File: src/rtl/hb_pkg.sv
// rtl/hb_pkg.sv - state encoding and shared widths for the heartbeat generator
package hb_pkg;

  typedef enum logic [1:0] {
    IDLE,
    COUNT,
    PULSE,
    STALL
  } hb_state_t;

  localparam int HB_CNT_W = 16;

endpackage

File: src/rtl/hb_liveness_mon.sv
// rtl/hb_liveness_mon.sv - per-source saturating silence counter with masked stale flag
module hb_liveness_mon #(
  parameter int ALIVE_TIMEOUT = 4096
) (
  input  logic clk,
  input  logic rstn,
  input  logic enable_i,
  input  logic strb_i,
  input  logic mask_i,
  output logic stale_o
);

  localparam int CW = $clog2(ALIVE_TIMEOUT + 1);
  localparam logic [CW-1:0] CNT_MAX = CW'(ALIVE_TIMEOUT);

  logic [CW-1:0] cnt_q, cnt_d;

  always_comb begin
    cnt_d = cnt_q;
    if (!enable_i || strb_i) begin
      cnt_d = '0;
    end else if (cnt_q != CNT_MAX) begin
      cnt_d = cnt_q + CW'(1);
    end
  end

  always_ff @(posedge clk or negedge rstn) begin
    if (!rstn) begin
      cnt_q <= '0;
    end else begin
      cnt_q <= cnt_d;
    end
  end

  // Stale is taken from the registered count so a strobe clears it one cycle later.
  assign stale_o = (cnt_q == CNT_MAX) && mask_i;

endmodule

File: src/rtl/heartbeat_gen.sv
// rtl/heartbeat_gen.sv - watchdog kick generator gated on upstream liveness
// Optional HB_URGENT_EN adds wd_warning for an immediate kick while counting.
module heartbeat_gen
  import hb_pkg::*;
#(
  parameter int NUM_SRC       = 4,
  parameter int HB_PERIOD     = 1000,
  parameter int PULSE_W       = 1,
  parameter int ALIVE_TIMEOUT = 4096
) (
  input  logic                clk,
  input  logic                rstn,
  input  logic                enable,
  input  logic [NUM_SRC-1:0]  src_strb,
  input  logic [NUM_SRC-1:0]  src_mask,
`ifdef HB_URGENT_EN
  input  logic                wd_warning,
`endif
  output logic                heartbeat,
  output logic [HB_CNT_W-1:0] hb_count,
  output logic                stalled,
  output logic [NUM_SRC-1:0]  stall_src
);

  localparam int PER_W = $clog2(HB_PERIOD);
  localparam int PWC_W = $clog2(PULSE_W + 1);
  localparam logic [PER_W-1:0] PER_LAST = PER_W'(HB_PERIOD - 1);
  localparam logic [PWC_W-1:0] PW_LAST  = PWC_W'(PULSE_W - 1);

  hb_state_t             state_q, state_d;
  logic [PER_W-1:0]      per_q, per_d;
  logic [PWC_W-1:0]      pw_q, pw_d;
  logic                  heartbeat_q, heartbeat_d;
  logic [HB_CNT_W-1:0]   hb_count_q, hb_count_d;
  logic                  stalled_q, stalled_d;
  logic [NUM_SRC-1:0]    stall_src_q, stall_src_d;
  logic [NUM_SRC-1:0]    stale;
  logic                  healthy;
  logic                  wrap;
  logic                  urgent;

  for (genvar i = 0; i < NUM_SRC; i++) begin : g_live
    hb_liveness_mon #(
      .ALIVE_TIMEOUT(ALIVE_TIMEOUT)
    ) u_mon (
      .clk     (clk),
      .rstn    (rstn),
      .enable_i(enable),
      .strb_i  (src_strb[i]),
      .mask_i  (src_mask[i]),
      .stale_o (stale[i])
    );
  end

  assign healthy = ~|stale;
  assign wrap    = (per_q == PER_LAST);

`ifdef HB_URGENT_EN
  assign urgent = wd_warning;
`else
  assign urgent = 1'b0;
`endif

  always_comb begin
    state_d     = state_q;
    per_d       = per_q;
    pw_d        = pw_q;
    heartbeat_d = heartbeat_q;
    hb_count_d  = hb_count_q;
    stalled_d   = stalled_q;
    stall_src_d = stall_src_q;

    if (!enable) begin
      state_d     = IDLE;
      per_d       = '0;
      pw_d        = '0;
      heartbeat_d = 1'b0;
      stalled_d   = 1'b0;
      stall_src_d = '0;
    end else begin
      case (state_q)
        IDLE: begin
          state_d = COUNT;
          per_d   = '0;
        end
        COUNT: begin
          per_d = wrap ? '0 : per_q + PER_W'(1);
          // An urgent kick restarts the period so the next wrap is a full period away.
          if ((urgent && healthy) || (wrap && healthy)) begin
            state_d     = PULSE;
            per_d       = '0;
            pw_d        = '0;
            heartbeat_d = 1'b1;
            hb_count_d  = hb_count_q + HB_CNT_W'(1);
          end else if (wrap) begin
            state_d     = STALL;
            stalled_d   = 1'b1;
            stall_src_d = stale;
          end
        end
        PULSE: begin
          per_d = wrap ? '0 : per_q + PER_W'(1);
          if (pw_q == PW_LAST) begin
            state_d     = COUNT;
            pw_d        = '0;
            heartbeat_d = 1'b0;
          end else begin
            pw_d = pw_q + PWC_W'(1);
          end
        end
        STALL: begin
          per_d = '0;
          if (healthy) begin
            state_d     = COUNT;
            stalled_d   = 1'b0;
            stall_src_d = '0;
          end
        end
        default: begin
          state_d = IDLE;
        end
      endcase
    end
  end

  always_ff @(posedge clk or negedge rstn) begin
    if (!rstn) begin
      state_q     <= IDLE;
      per_q       <= '0;
      pw_q        <= '0;
      heartbeat_q <= 1'b0;
      hb_count_q  <= '0;
      stalled_q   <= 1'b0;
      stall_src_q <= '0;
    end else begin
      state_q     <= state_d;
      per_q       <= per_d;
      pw_q        <= pw_d;
      heartbeat_q <= heartbeat_d;
      hb_count_q  <= hb_count_d;
      stalled_q   <= stalled_d;
      stall_src_q <= stall_src_d;
    end
  end

  assign heartbeat = heartbeat_q;
  assign hb_count  = hb_count_q;
  assign stalled   = stalled_q;
  assign stall_src = stall_src_q;

endmodule

File: config.mk
export PLATFORM = sky130hd
export DESIGN_NAME = heartbeat_gen
export DESIGN_NICKNAME = d
export VERILOG_FILES = /design/src/rtl/hb_pkg.sv /design/src/rtl/hb_liveness_mon.sv /design/src/rtl/heartbeat_gen.sv
export SDC_FILE = /design/constraint.sdc
export NUM_CORES = 1
export LEC_CHECK = 0
export CAP_MARGIN = 20
export CORE_MARGIN = 4
export CORE_UTILIZATION = 59
export DETAILED_ROUTE_END_ITERATION = 6
export GPL_ROUTABILITY_DRIVEN = 0
export HOLD_SLACK_MARGIN = 0.05
export PLACE_DENSITY = 0.8
export REMOVE_ABC_BUFFERS = 1
export SLEW_MARGIN = 25
export SYNTH_ARGS = -nofsm -noshare
export SYNTH_HDL_FRONTEND = slang
export SYNTH_SLANG_ARGS = --single-unit
export TNS_END_PERCENT = 10
File: constraint.sdc
create_clock -name clk -period 2 [get_ports clk]
set_input_delay 0.4 -clock clk [delete_from_list [all_inputs] [get_ports clk]]
set_output_delay 0.4 -clock clk [all_outputs]
set_load 0.01 [all_outputs]
# Word level (Yosys, flattened, before mapping)
# Index checks and enable logic that the tools add are counted.
[classes] add_sub_neg=7 n_lt_le_gt_ge=0 n_bitwise=0 n_eq_ne=20 n_mul=0 mux=36 n_reduce_logical=23 shift=0 div_mod_pow=0
[ops] operator="2-to-1 mux 13 bit" count=8
[ops] operator="adder 13 x 1 -> 13 bit, second input constant" count=4
[ops] operator="equality test 13 bit, second input constant" count=4
[ops] operator="inequality test 13 bit, second input constant" count=4
[ops] operator="2-to-1 mux 10 bit" count=3
[ops] operator="one-hot mux 10 bit (3 select lines)" count=1
[ops] operator="adder 16 x 1 -> 16 bit, second input constant" count=1
[ops] operator="2-to-1 mux 4 bit" count=4
[ops] operator="inequality test 3 bit, second input constant" count=5
[ops] operator="adder 10 x 1 -> 10 bit, second input constant" count=1
[ops] operator="equality test 10 bit, second input constant" count=1
[ops] operator="2-to-1 mux 1 bit" count=10
[ops] operator="2-to-1 mux 2 bit" count=5
[ops] operator="AND reduction 3 bit" count=3
[ops] operator="one-hot mux 2 bit (4 select lines)" count=1
[ops] operator="one-hot mux 4 bit (2 select lines)" count=1
[ops] operator="nonzero test 2 bit" count=4
[ops] operator="inequality test 3 x 1 -> 1 bit, second input constant" count=2
[ops] operator="one-hot mux 1 bit (2 select lines)" count=3
[ops] operator="logical AND 1 bit" count=5
[ops] operator="equality test 2 bit, second input constant" count=2
[ops] operator="logical OR 1 bit" count=4
[ops] operator="inequality test 4 bit, second input constant" count=1
[ops] operator="AND reduction 4 bit" count=1
[ops] operator="other kinds (7)" count=8
[totals] n_memories=0 mem_bits_ro=0 ram_bits=0 latchBits=0 output_inout_bits=22 regBits=87 input_bits=11 wordCells=97

# Longest topological paths before layout
# Gate-level depths: netlist of the first run.
[logic_depth] word_depth=8 depth_mapped=9 depth_no_buf=7

# Cells and area by module
# Synthesis of the first run repeated with hierarchy kept, for this count alone.
[unflattened] cells_unflattened=460 area_unflattened_um2=4657.0
[modules_own_cells] mod="hb_liveness_mon" cells_per_inst=78 area_per_inst_um2=757.0 seq_area_each_um2=325.3 instances=4
[modules_own_cells] mod="heartbeat_gen" cells_per_inst=148 area_per_inst_um2=1629.1 seq_area_each_um2=850.8 instances=1

# Worst setup path before layout of the first run
# Ideal clock, no wire load.
[synth_timing] path_kind="register to register" from="register g_live[2].u_mon.cnt_q[0]" to="register hb_count_q[5] (netlist: hb_count[5])" synth_period_minus_slack_ps=1778 setup_ps=126 slack_ps=222 n_path_buf=2 arrival_ps=1652 required_time_ps=1874 path_stages_with_launch=10 cell_sequence="dfrtp_1 inv_1 ha_1 and4bb_1 nand4_4 and4_4 buf_6 buf_6 nand4_2 xnor2_1"
[synth_via] elab_chain_cells=6
[synth_lines] item="start: declaration" line_no="hb_liveness_mon.sv:16" source="logic [CW-1:0] cnt_q, cnt_d;"
[synth_lines] item="start signal: assignment" line_no="hb_liveness_mon.sv:31" source="cnt_q <= cnt_d;"
[synth_lines] item="equality test 13 bit" line_no="hb_liveness_mon.sv:36" source="assign stale_o = (cnt_q == CNT_MAX) && mask_i;"
[synth_lines] item="logical AND 1 bit" line_no="hb_liveness_mon.sv:36"
[synth_lines] item="OR reduction 4 bit" line_no="heartbeat_gen.sv:55" source="assign healthy = ~|stale;"
[synth_lines] item="zero test 1 bit" line_no="heartbeat_gen.sv:55"
[synth_lines] item="logical AND 1 bit" line_no="heartbeat_gen.sv:89" source="if ((urgent && healthy) || (wrap && healthy)) begin"
[synth_lines] item="AND reduction 3 bit (no source line)"
[synth_lines] item="end signal: assignment" line_no="heartbeat_gen.sv:140" source="hb_count_q <= hb_count_d;"
[synth_lines] item="end: declaration" line_no="heartbeat_gen.sv:34" source="logic [HB_CNT_W-1:0] hb_count_q, hb_count_d;"
# Every way passes these cells.
# A chain may end at the register's enable or synchronous reset.

# Worst setup path in the final report of the first run
[layout_timing] from="register g_live[1].u_mon.cnt_q[0]" to="register hb_count_q[1] (netlist: hb_count[1])"
[layout_via] elab_chain_cells=6
[layout_lines] item="start: declaration" line_no="hb_liveness_mon.sv:16"
[layout_lines] item="start signal: assignment" line_no="hb_liveness_mon.sv:31"
[layout_lines] item="equality test 13 bit" line_no="hb_liveness_mon.sv:36"
[layout_lines] item="logical AND 1 bit" line_no="hb_liveness_mon.sv:36"
[layout_lines] item="OR reduction 4 bit" line_no="heartbeat_gen.sv:55"
[layout_lines] item="zero test 1 bit" line_no="heartbeat_gen.sv:55"
[layout_lines] item="logical AND 1 bit" line_no="heartbeat_gen.sv:89"
[layout_lines] item="AND reduction 3 bit (no source line)"
# Every way passes these cells.

==> impl_results.md, run 1 <==
* Synth Instances at 439
* Crit-path max cell delay at 350 ps
* Initial DRC Count at 182
* CP bufs+invs at 2
* Critical path peak fanout at 4
* Die W at 95.9 µm
* Num CTS Buffers at 9
* Total core area at 0.00737 mm²
* Worst slew pin tran at 473 ps
* Ys async rst share at 100%
* Internal at 2.29 mW
* Number of global-route vias before repair at 3303
* Root buf cell: clkbuf_8
* FF-to-FF Start: g_live[1].u_mon.cnt_q[0]
* CP cell instances: inv_1, ha_1, and4bb_2, nand4_4, buf_4, nand4_2, nor2_4, mux2_1
* Slew Limit Fails at 0
* F_max at 525 MHz
* Die Ht at 95.9 µm
* Peak supply drop at 392 µV
* Synth Warn # at 0
* Most frequent cells in the layout: dfrtp_1, nor2_1, xnor2_1
* WHS at 441 ps
* Fin area at 0.00529 mm²
* CP endpoint kind: register
* Initial antenna violation count at 0
* Initial Utilization at 61.9%
* Post-Place Cell Area at 0.00506 mm²
* Clk buf depth at 2
* Max-slew headroom at 68.5%
* Ant. Diodes at 0
* Post-synth EDFFs at 0
* Post-synthesis instance area at 0.00456 mm²
* Setup Viol. Count Final at 0
* WL per Instance at 15.0 µm
* Vias per inst at 5.60
* Post-Syn Area per Cell at 10.4 µm²
* Area Overhead vs Synth at 15.9%
* Vias at 3324
* Min-delay worst type: in2async
* CTS tree: done
* Antenna viol nets, final at 0
* CTS Sinks at 86
* DR DRC count at 0
* Commonest non-fill, non-tap cell in the layout: dfrtp_1
* Crit Reg-Reg Endpoint: hb_count[1]
* Post-DP HPWL at 6250 µm
* Total GRT Usage at 21.4%
* Row cnt at 31
* Power Total at 3.02 mW
* Slowest cell on the critical path: dfrtp_1
* H-tree levels at 3
* Pwr Density at 571 mW/mm²
* RSZ-0062 raised after global routing: false
* Layout net count at 511
* Psw at 0.726 mW
* Cell variety after synth at 48
* Worst EP arrival at 2150 ps
* IO Count at 33
* Layout cell share with drive strength beyond 1 at 14.9%
* Sw frac at 24.0%
* Flop pwr share at 58.1%
* Worst Skew at 16.9 ps
* Clk pwr share at 36.6%
* CP startpoint kind: register
* Seq/Total Area, Yosys at 47.2%
* Clk slew on worst S/H paths at 90 ps
* Final Critical Period at 1900 ps
* Max-cap check violation count at 0
* Endpoints failing hold at 0
* R2R cell count at 8
* Final Cycle Share at 95.2%
* Comb pwr share at 5.3%
* Dpl ws at -138 ps
* Worst-skew pair later-pin latency at 360 ps
* Delay-heaviest family, CP: simple AND/OR/NAND/NOR gates
* Die Area at 0.00921 mm²
* Yosys reg bits at 86
* Synth Flop Type: dfrtp_1
* GRT overflow at 0
* Fin worst setup slack at 95.7 ps
* Largest net degree at the start of global routing at 53
* Crit Path Category: reg2reg
* Reg-to-reg slack, setup at 100 ps
* Status: finished clean
* IO buf count at 32
* Total wire length at 8920 µm
* Worst path required time at 2240 ps
* Leakage at 2.29 nW
* Pre-Repair DR Iteration Count at 4
* First-pass GRT wire length at 15200 µm
sequential cells by signal, summed over array words and instances, names as in the netlist:
register,cells
per_q,10
stall_src,4
stalled,1
hb_count,16
state_q,2
g_live.u_mon.cnt_q,52
heartbeat,1
power groups by stage:
stage	sequential [mW]	combinational, mW	clock (mW)
finish	1.76	0.160	1.10
global route	1.76	0.181	1.22
floorplan	1.79	0.0575	0
CTS	1.76	0.160	1.12
detailed placement	1.79	0.158	0
global placement	1.79	0.155	0
routing by layer:
layer / global-route usage (%) / vias to the layer above / part of all wire, %
met2: 36.5 / 63 / 50
li1: - / 1621 / -
met5: 0 / - / 0
met1: 26.1 / 1617 / 45
met3: 5.71 / 23 / 3.8
met4: 7.23 / 0 / 1.9
cells in the mapped netlist (2+ instances only):
cell / instances / area share, %
nor4_2: 4 / 1.1
nand4_2: 8 / 2.2
xnor2_1: 34 / 6.5
mux2_2: 2 / 0.49
nand2_1: 31 / 2.6
nand3_2: 5 / 1.1
and3_1: 18 / 2.5
a21oi_1: 7 / 0.77
ha_1: 10 / 2.7
nor4_1: 2 / 0.27
buf_1: 2 / 0.16
nand2b_1: 6 / 0.82
or3_1: 2 / 0.27
nor2_1: 77 / 6.3
buf_6: 5 / 1.2
nand3_1: 30 / 3.3
mux2i_1: 2 / 0.44
mux2_1: 5 / 1.2
nand4_4: 3 / 1.4
o21ai_0: 2 / 0.22
o21ai_1: 4 / 0.44
nor4b_2: 4 / 1.3
nand4_1: 16 / 2.2
nor3_1: 5 / 0.55
dfrtp_1: 86 / 47
xor2_1: 31 / 6.0
nor4_4: 2 / 0.93
and4bb_1: 2 / 0.55
clkbuf_1: 3 / 0.25
and4_1: 4 / 0.77
inv_1: 10 / 0.82
metrics by stage:
step           util, %  setup TNS (ps)  cells
2_1_floorplan        -               0    429
3_3_place_gp      68.7            -441    576
3_5_place_dp      68.7           -1150    576
4_1_cts           71.2               0    593
5_1_grt           71.8               0    594
6_report          71.8               0    594
cell type report:
cell class                 count  area, µm²
clock buffer                  10        138
clock inverter                 6       37.5
fill                         544       2080
inverter                      10       37.5
multi-input combinational    333       2330
sequential                    86       2150
tap                           99        124
timing repair buffer          50        468
worst max path at each step:
stage	start	endpoint	slack (ps)	cells past startpoint
floorplan	g_live[1].u_mon.cnt_q[0]	hb_count[10]	80	7
global placement	src_mask[0]	hb_count[6]	-70	5
detailed placement	src_mask[0]	hb_count[8]	-140	5
CTS	g_live[1].u_mon.cnt_q[1]	hb_count[1]	40	8
global route	g_live[1].u_mon.cnt_q[1]	hb_count[1]	4	8
finish	g_live[1].u_mon.cnt_q[0]	hb_count[1]	100	8
repair_timing:
item                                    4_1_cts  5_1_grt
endpoints found under the hold margin        16        0
buffers inserted                              0        1
endpoints found under the setup margin       14       14
resized for setup                             1        7
pin swaps                                     0        2
hold buffers                                  1        0
logic make-up (layout without fill, tap and decap cells):
kind of cell    Yosys count  after routing  synth area share (%)
fa+ha+maj                10             10                  2.74
flops                    86             86                  47.2
compound gates           21             21                  2.96
mux                       9              9                  2.17
buf+inv                  20             76                  2.47
xor+xnor                 65             65                  12.5
simple gates            228            228                  30.0
Power figures use the tool's default switching activity.
==> run 2: changes to the inputs <==
--- a/config.mk
+++ b/config.mk
@@ -7,11 +7,12 @@
 export LEC_CHECK = 0
 export CAP_MARGIN = 20
 export CORE_MARGIN = 4
-export CORE_UTILIZATION = 59
+export CORE_UTILIZATION = 61
+export CTS_BUF_LIST = sky130_fd_sc_hd__clkbuf_2 sky130_fd_sc_hd__clkbuf_4 sky130_fd_sc_hd__clkbuf_8
 export DETAILED_ROUTE_END_ITERATION = 6
 export GPL_ROUTABILITY_DRIVEN = 0
 export HOLD_SLACK_MARGIN = 0.05
-export PLACE_DENSITY = 0.8
+export PLACE_DENSITY = 0.82
 export REMOVE_ABC_BUFFERS = 1
 export SLEW_MARGIN = 25
 export SYNTH_ARGS = -nofsm -noshare
==> constraint.sdc (replaced) <==
create_clock -name clk -period 2 [get_ports clk]
set_input_delay 0.2 -clock clk [delete_from_list [all_inputs] [get_ports clk]]
set_output_delay 0.2 -clock clk [all_outputs]
set_load 0.01 [all_outputs]
==> run 2 against run 1 <==
Effect of this change: flip-flop and latch count unchanged; total power increased by 4.2%; sequential share of layout area increased by 0.44 points; worst setup slack improved by 34 ps; largest cell class unchanged; maximum frequency increased by 1.8%; design area decreased by 1.0%; first-iteration DRC count decreased by 7.7%.
==> impl_results.md, run 2 (synthesized netlist as in run 1, its figures left out) <==
* Status: finished clean
* CP endpoint kind: register
* Endpoints failing hold at 0
* F_max at 535 MHz
* Vias at 3283
* Crit Path Category: reg2reg
* Post-Place Cell Area at 0.00500 mm²
* WL per Instance at 14.5 µm
* CTS Sinks at 86
* Worst-skew pair later-pin latency at 350 ps
* Post-DP HPWL at 5970 µm
* Crit Reg-Reg Endpoint: hb_count[10]
* Worst Skew at 8.31 ps
* Total GRT Usage at 20.7%
* Post-CTS setup buffer count at 0
* Min-delay worst type: in2async
* R2R cell count at 7
* Critical path peak fanout at 14
* Initial DRC Count at 168
* Ant. Diodes at 0
* Power Total at 3.15 mW
* CP startpoint kind: register
* Die W at 94.5 µm
* Layout net count at 502
* Area Overhead vs Synth at 14.8%
* Die Area at 0.00893 mm²
* Largest register FFs at 52
* IO buf count at 32
* Total core area at 0.00725 mm²
* Worst slew pin tran at 526 ps
* DR DRC count at 0
* Die Ht at 94.5 µm
* Root buf cell: clkbuf_8
* Initial Utilization at 62.9%
* Delay-heaviest family, CP: simple AND/OR/NAND/NOR gates
* Pre-Repair DR Iteration Count at 4
* Crit-path max cell delay at 420 ps
* Initial antenna violation count at 0
* First-pass GRT wire length at 14600 µm
* Commonest non-fill, non-tap cell in the layout: dfrtp_1
* Reg with most FFs: g_live.u_mon.cnt_q
* Layout cell share with drive strength beyond 1 at 13.0%
* GRT overflow at 0
* CP bufs+invs at 1
* IO Count at 33
* Peak supply drop at 606 µV
* Setup Viol. Count Final at 0
* Fin area at 0.00524 mm²
* Clk buf depth at 2
* Max-slew headroom at 64.9%
* Filler instances at 533
* Number of global-route vias before repair at 3193
* Worst path required time at 2280 ps
* Worst EP arrival at 2150 ps
* Reg-to-reg slack, setup at 130 ps
* Final Cycle Share at 93.5%
* Antenna viol nets, final at 0
* Largest net degree at the start of global routing at 50
* FF-to-FF Start: g_live[0].u_mon.cnt_q[1]
* Vias per inst at 5.61
* Leakage at 2.25 nW
* Clk slew on worst S/H paths at 90 ps
* WHS at 344 ps
* Num CTS Buffers at 9
* CTS tree: done
* Total wire length at 8450 µm
* Slew Limit Fails at 0
* Pwr Density at 601 mW/mm²
* RSZ-0062 raised after global routing: false
* Slowest cell on the critical path: dfrtp_1
* Row cnt at 31
* Most frequent cells in the layout: dfrtp_1, nor2_1, xnor2_1
* H-tree levels at 3
* CP cell instances: inv_1, ha_1, nor4b_4, nand4_2, and3_2, nand4_1, xnor2_1
* Final Critical Period at 1870 ps
* Max-cap check violation count at 0
[run 2: cell count changes in the layout (fill, tap and decap cells not counted), sizes merged]
cell / before / now
buf: 18 / 9
bufinv: 0 / 1
clkinvlp: 0 / 2
clkbuf: 10 / 11
clkinv: 6 / 2
[run 2: repair_timing]
item / 4_1_cts / 5_1_grt
endpoints found under the setup margin: 14 / 17
pin swaps: 0 / 2
hold buffers: 1 / 0
gates resized for setup: 1 / 3
hold endpoints to repair: 37 / 0
[run 2: power breakdown]
group	leakage [nW]	total, mW	switching (mW)	internal [mW]
logic	0.955	0.150	0.0905	0.0593
clock network	0.0990	1.24	0.615	0.625
registers	1.19	1.76	0.00866	1.75
[run 2: final cells by class]
cell class | instances | area (µm²) | share of cell area, %
tap | 99 | 124 | 2.37
timing repair buffer | 41 | 400 | 7.65
multi-input combinational | 333 | 2320 | 44.3
sequential | 86 | 2150 | 41.1
clock inverter | 5 | 58.8 | 1.12
clock buffer | 11 | 145 | 2.77
inverter | 10 | 37.5 | 0.717
[run 2: stage by stage]
step | cells | TNS (ps) | setup WS [ps] | util (%)
CTS | 585 | 0 | 74.8 | 71.9
global placement | 568 | 0 | 26.0 | 69.0
detailed placement | 568 | -469 | -86.6 | 69.0
global route | 585 | 0 | 8.47 | 72.2
floorplan | 429 | 0 | 78.3 | -
finish | 585 | 0 | 129 | 72.2
[run 2: layer usage]
metal | wire length (µm) | part of all wire, % | vias to the layer above | GRT usage [%]
li1 | - | - | 1602 | -
met1 | 3960 | 47 | 1604 | 28.4
met2 | 3970 | 47 | 66 | 32.8
met3 | 398 | 4.7 | 11 | 3.98
met4 | 119 | 1.4 | 0 | 7.57
met5 | 0 | 0 | - | 0
[run 2: how the worst max path moves through the flow]
stage	startpoint	endpoint	slack, ps	depth (start not counted)
after floorplan	g_live[1].u_mon.cnt_q[0]	hb_count[10]	80	7
after global placement	g_live[1].u_mon.cnt_q[0]	hb_count[12]	30	7
after detailed placement	g_live[0].u_mon.cnt_q[1]	hb_count[10]	-90	7
after CTS	g_live[0].u_mon.cnt_q[1]	stall_src[1]	70	7
after global routing	per_q[3]	hb_count[1]	8	5
final	g_live[0].u_mon.cnt_q[1]	hb_count[10]	130	7
[run 2: worst reg2reg max path, stage by stage (launching register included)]
cell and delay, ps:
dfrtp_1 420, inv_1 100, ha_1 150, nor4b_4 220
nand4_2 200, and3_2 400, nand4_1 170, xnor2_1 130
==> run 3: changes to the inputs <==
--- a/config.mk
+++ b/config.mk
@@ -6,6 +6,7 @@
 export NUM_CORES = 1
 export LEC_CHECK = 0
 export CAP_MARGIN = 20
+export CORE_ASPECT_RATIO = 1.1
 export CORE_MARGIN = 4
 export CORE_UTILIZATION = 61
 export CTS_BUF_LIST = sky130_fd_sc_hd__clkbuf_2 sky130_fd_sc_hd__clkbuf_4 sky130_fd_sc_hd__clkbuf_8
==> run 3 against run 2 <==
Effect of this change: register-to-register slack lost 20 ps; largest cell class unchanged; largest power group unchanged; first-iteration DRC count down 13%; routed wire length increased by 2.0%; critical endpoint is now stall_src[3].
==> impl_results.md, run 3 (synthesized netlist as in run 1, its figures left out) <==
* Status: finished clean
* Commonest non-fill, non-tap cell in the layout: dfrtp_1
* Crit Reg-Reg Endpoint: stall_src[3]
* Flop pwr share at 54.3%
* Final Cycle Share at 94.6%
* Worst Skew at 9.74 ps
* CP startpoint kind: register
* CTS Sinks at 86
* Cell count after placement at 556
* Largest register FFs at 52
* Max-cap check violation count at 0
* Reg-to-reg slack, setup at 110 ps
* Num CTS Buffers at 9
* H-tree levels at 3
* Sw frac at 22.1%
* Post-DP HPWL at 6100 µm
* Antenna viol nets, final at 0
* Total wire length at 8630 µm
* Initial Utilization at 64.0%
* Slew Limit Fails at 0
* Worst-skew pair later-pin latency at 350 ps
* Total GRT Usage at 20.1%
* IO buf count at 32
* Total core area at 0.00713 mm²
* WHS at 369 ps
* Worst path required time at 2280 ps
* Crit Path Category: reg2reg
* DR DRC count at 0
* Clk pwr share at 41.1%
* Crit-path max cell delay at 460 ps
* Layout net count at 505
* F_max at 529 MHz
* CP endpoint kind: register
* Pre-Repair DR Iteration Count at 6
* Max-slew headroom at 64.5%
* CP cell instances: nor4_2, nand4_4, buf_4, nand4_1, mux2_1, o21ai_1
* Clk buf depth at 2
* Root buf cell: clkbuf_8
* Final Util at 73.8%
* Endpoints failing hold at 0
* Worst EP arrival at 2170 ps
* Final Critical Period at 1890 ps
* Die Ht at 98.7 µm
* Setup Viol. Count Final at 0
* Largest net degree at the start of global routing at 48
* Worst slew pin tran at 533 ps
* Pwr Density at 616 mW/mm²
* GRT overflow at 0
* Vias at 3251
* Non-Filler Instances at 574
* Area Overhead vs Synth at 15.2%
* Most frequent cells in the layout: dfrtp_1, nor2_1, xnor2_1
* Worst setup path start: g_live[1].u_mon.cnt_q[4]
* Number of global-route vias before repair at 3269
* Layout cell share with drive strength beyond 1 at 13.9%
* Setup crit end: stall_src[3]
* Initial DRC Count at 146
* Row cnt at 32
* R2R cell count at 6
* Slowest cell on the critical path: nor4_2
* Critical path peak fanout at 4
* Internal at 2.52 mW
* Vias per inst at 5.66
* Psw at 0.715 mW
* Die W at 90.5 µm
* Clk slew on worst S/H paths at 80 ps
* Initial antenna violation count at 0
* Ant. Diodes at 0
* Reg with most FFs: g_live.u_mon.cnt_q
* Min-delay worst type: in2async
* Die Area at 0.00893 mm²
* Peak supply drop at 470 µV
* First-pass GRT wire length at 14800 µm
* Comb pwr share at 4.6%
* IO Count at 33
* FF-to-FF Start: g_live[1].u_mon.cnt_q[4]
* CTS tree: done
* Power Total at 3.24 mW
* WL per Instance at 15.0 µm
* Leakage at 2.27 nW
run 3: cell types whose count changed in the layout (fill, tap and decap cells not counted), sizes merged:
cell,delta
clkbuf,-1
clkinv,+1
clkinvlp,-1
bufinv,+1
buf,+3
run 3: power groups by stage:
stage | clock network (mW) | logic, mW | registers [mW]
floorplan | 0 | 0.0575 | 1.79
global placement | 0 | 0.144 | 1.79
detailed placement | 0 | 0.148 | 1.79
CTS | 1.36 | 0.150 | 1.76
global route | 1.44 | 0.170 | 1.76
finish | 1.33 | 0.150 | 1.76
run 3: repair_timing:
item / in CTS / in global routing
buffers inserted: 0 / 1
hold endpoints to repair: 39 / 0
gates resized for setup: 1 / 5
hold buffers: 1 / 0
setup endpoints to repair: 14 / 14
pin swaps: 0 / 3
run 3: worst min path at each step:
stage | slack, ps | endpoint | cells after the start
2_1_floorplan | -100 | g_live[0].u_mon.cnt_q[0] | 0
3_3_place_gp | 210 | g_live[3].u_mon.cnt_q[4] | 1
3_5_place_dp | 210 | g_live[3].u_mon.cnt_q[6] | 1
4_1_cts | 370 | g_live[3].u_mon.cnt_q[6] | 2
5_1_grt | 410 | g_live[3].u_mon.cnt_q[6] | 2
6_report | 370 | g_live[3].u_mon.cnt_q[6] | 2
run 3: layout make-up:
type | instances | area, µm²
inverter | 10 | 37.5
tap | 85 | 106
clock inverter | 6 | 86.3
clock buffer | 10 | 131
fill | 507 | 1870
sequential | 86 | 2150
timing repair buffer | 44 | 423
multi-input combinational | 333 | 2320
run 3: worst max-delay path: cells and delay by family, from the launching register on:
family                 cells  cell delay, ps
muxes                      1             350
DFF                        1             440
and+or+nand+nor            3             780
AOI/OAI and AO/OA          1              70
buffers and inverters      1             170
run 3: metal layers:
metal | share of wire [%] | vias to the layer above | track usage (%)
met1 | 46 | 1579 | 26.3
li1 | - | 1604 | -
met5 | 0 | - | 0
met3 | 4.4 | 8 | 5.27
met4 | 1.1 | 0 | 5.54
met2 | 49 | 60 | 33.2
run 3: metrics by stage:
stage                     worst slack, ps  setup TNS, ps  instance area (µm²)
final                                 108              0                 5260
after global routing               -0.679         -0.679                 5260
after CTS                            67.3              0                 5230
after detailed placement             -122           -714                 5000
after global placement              -9.88          -21.3                 5000
after floorplan                      78.3              0                 4490
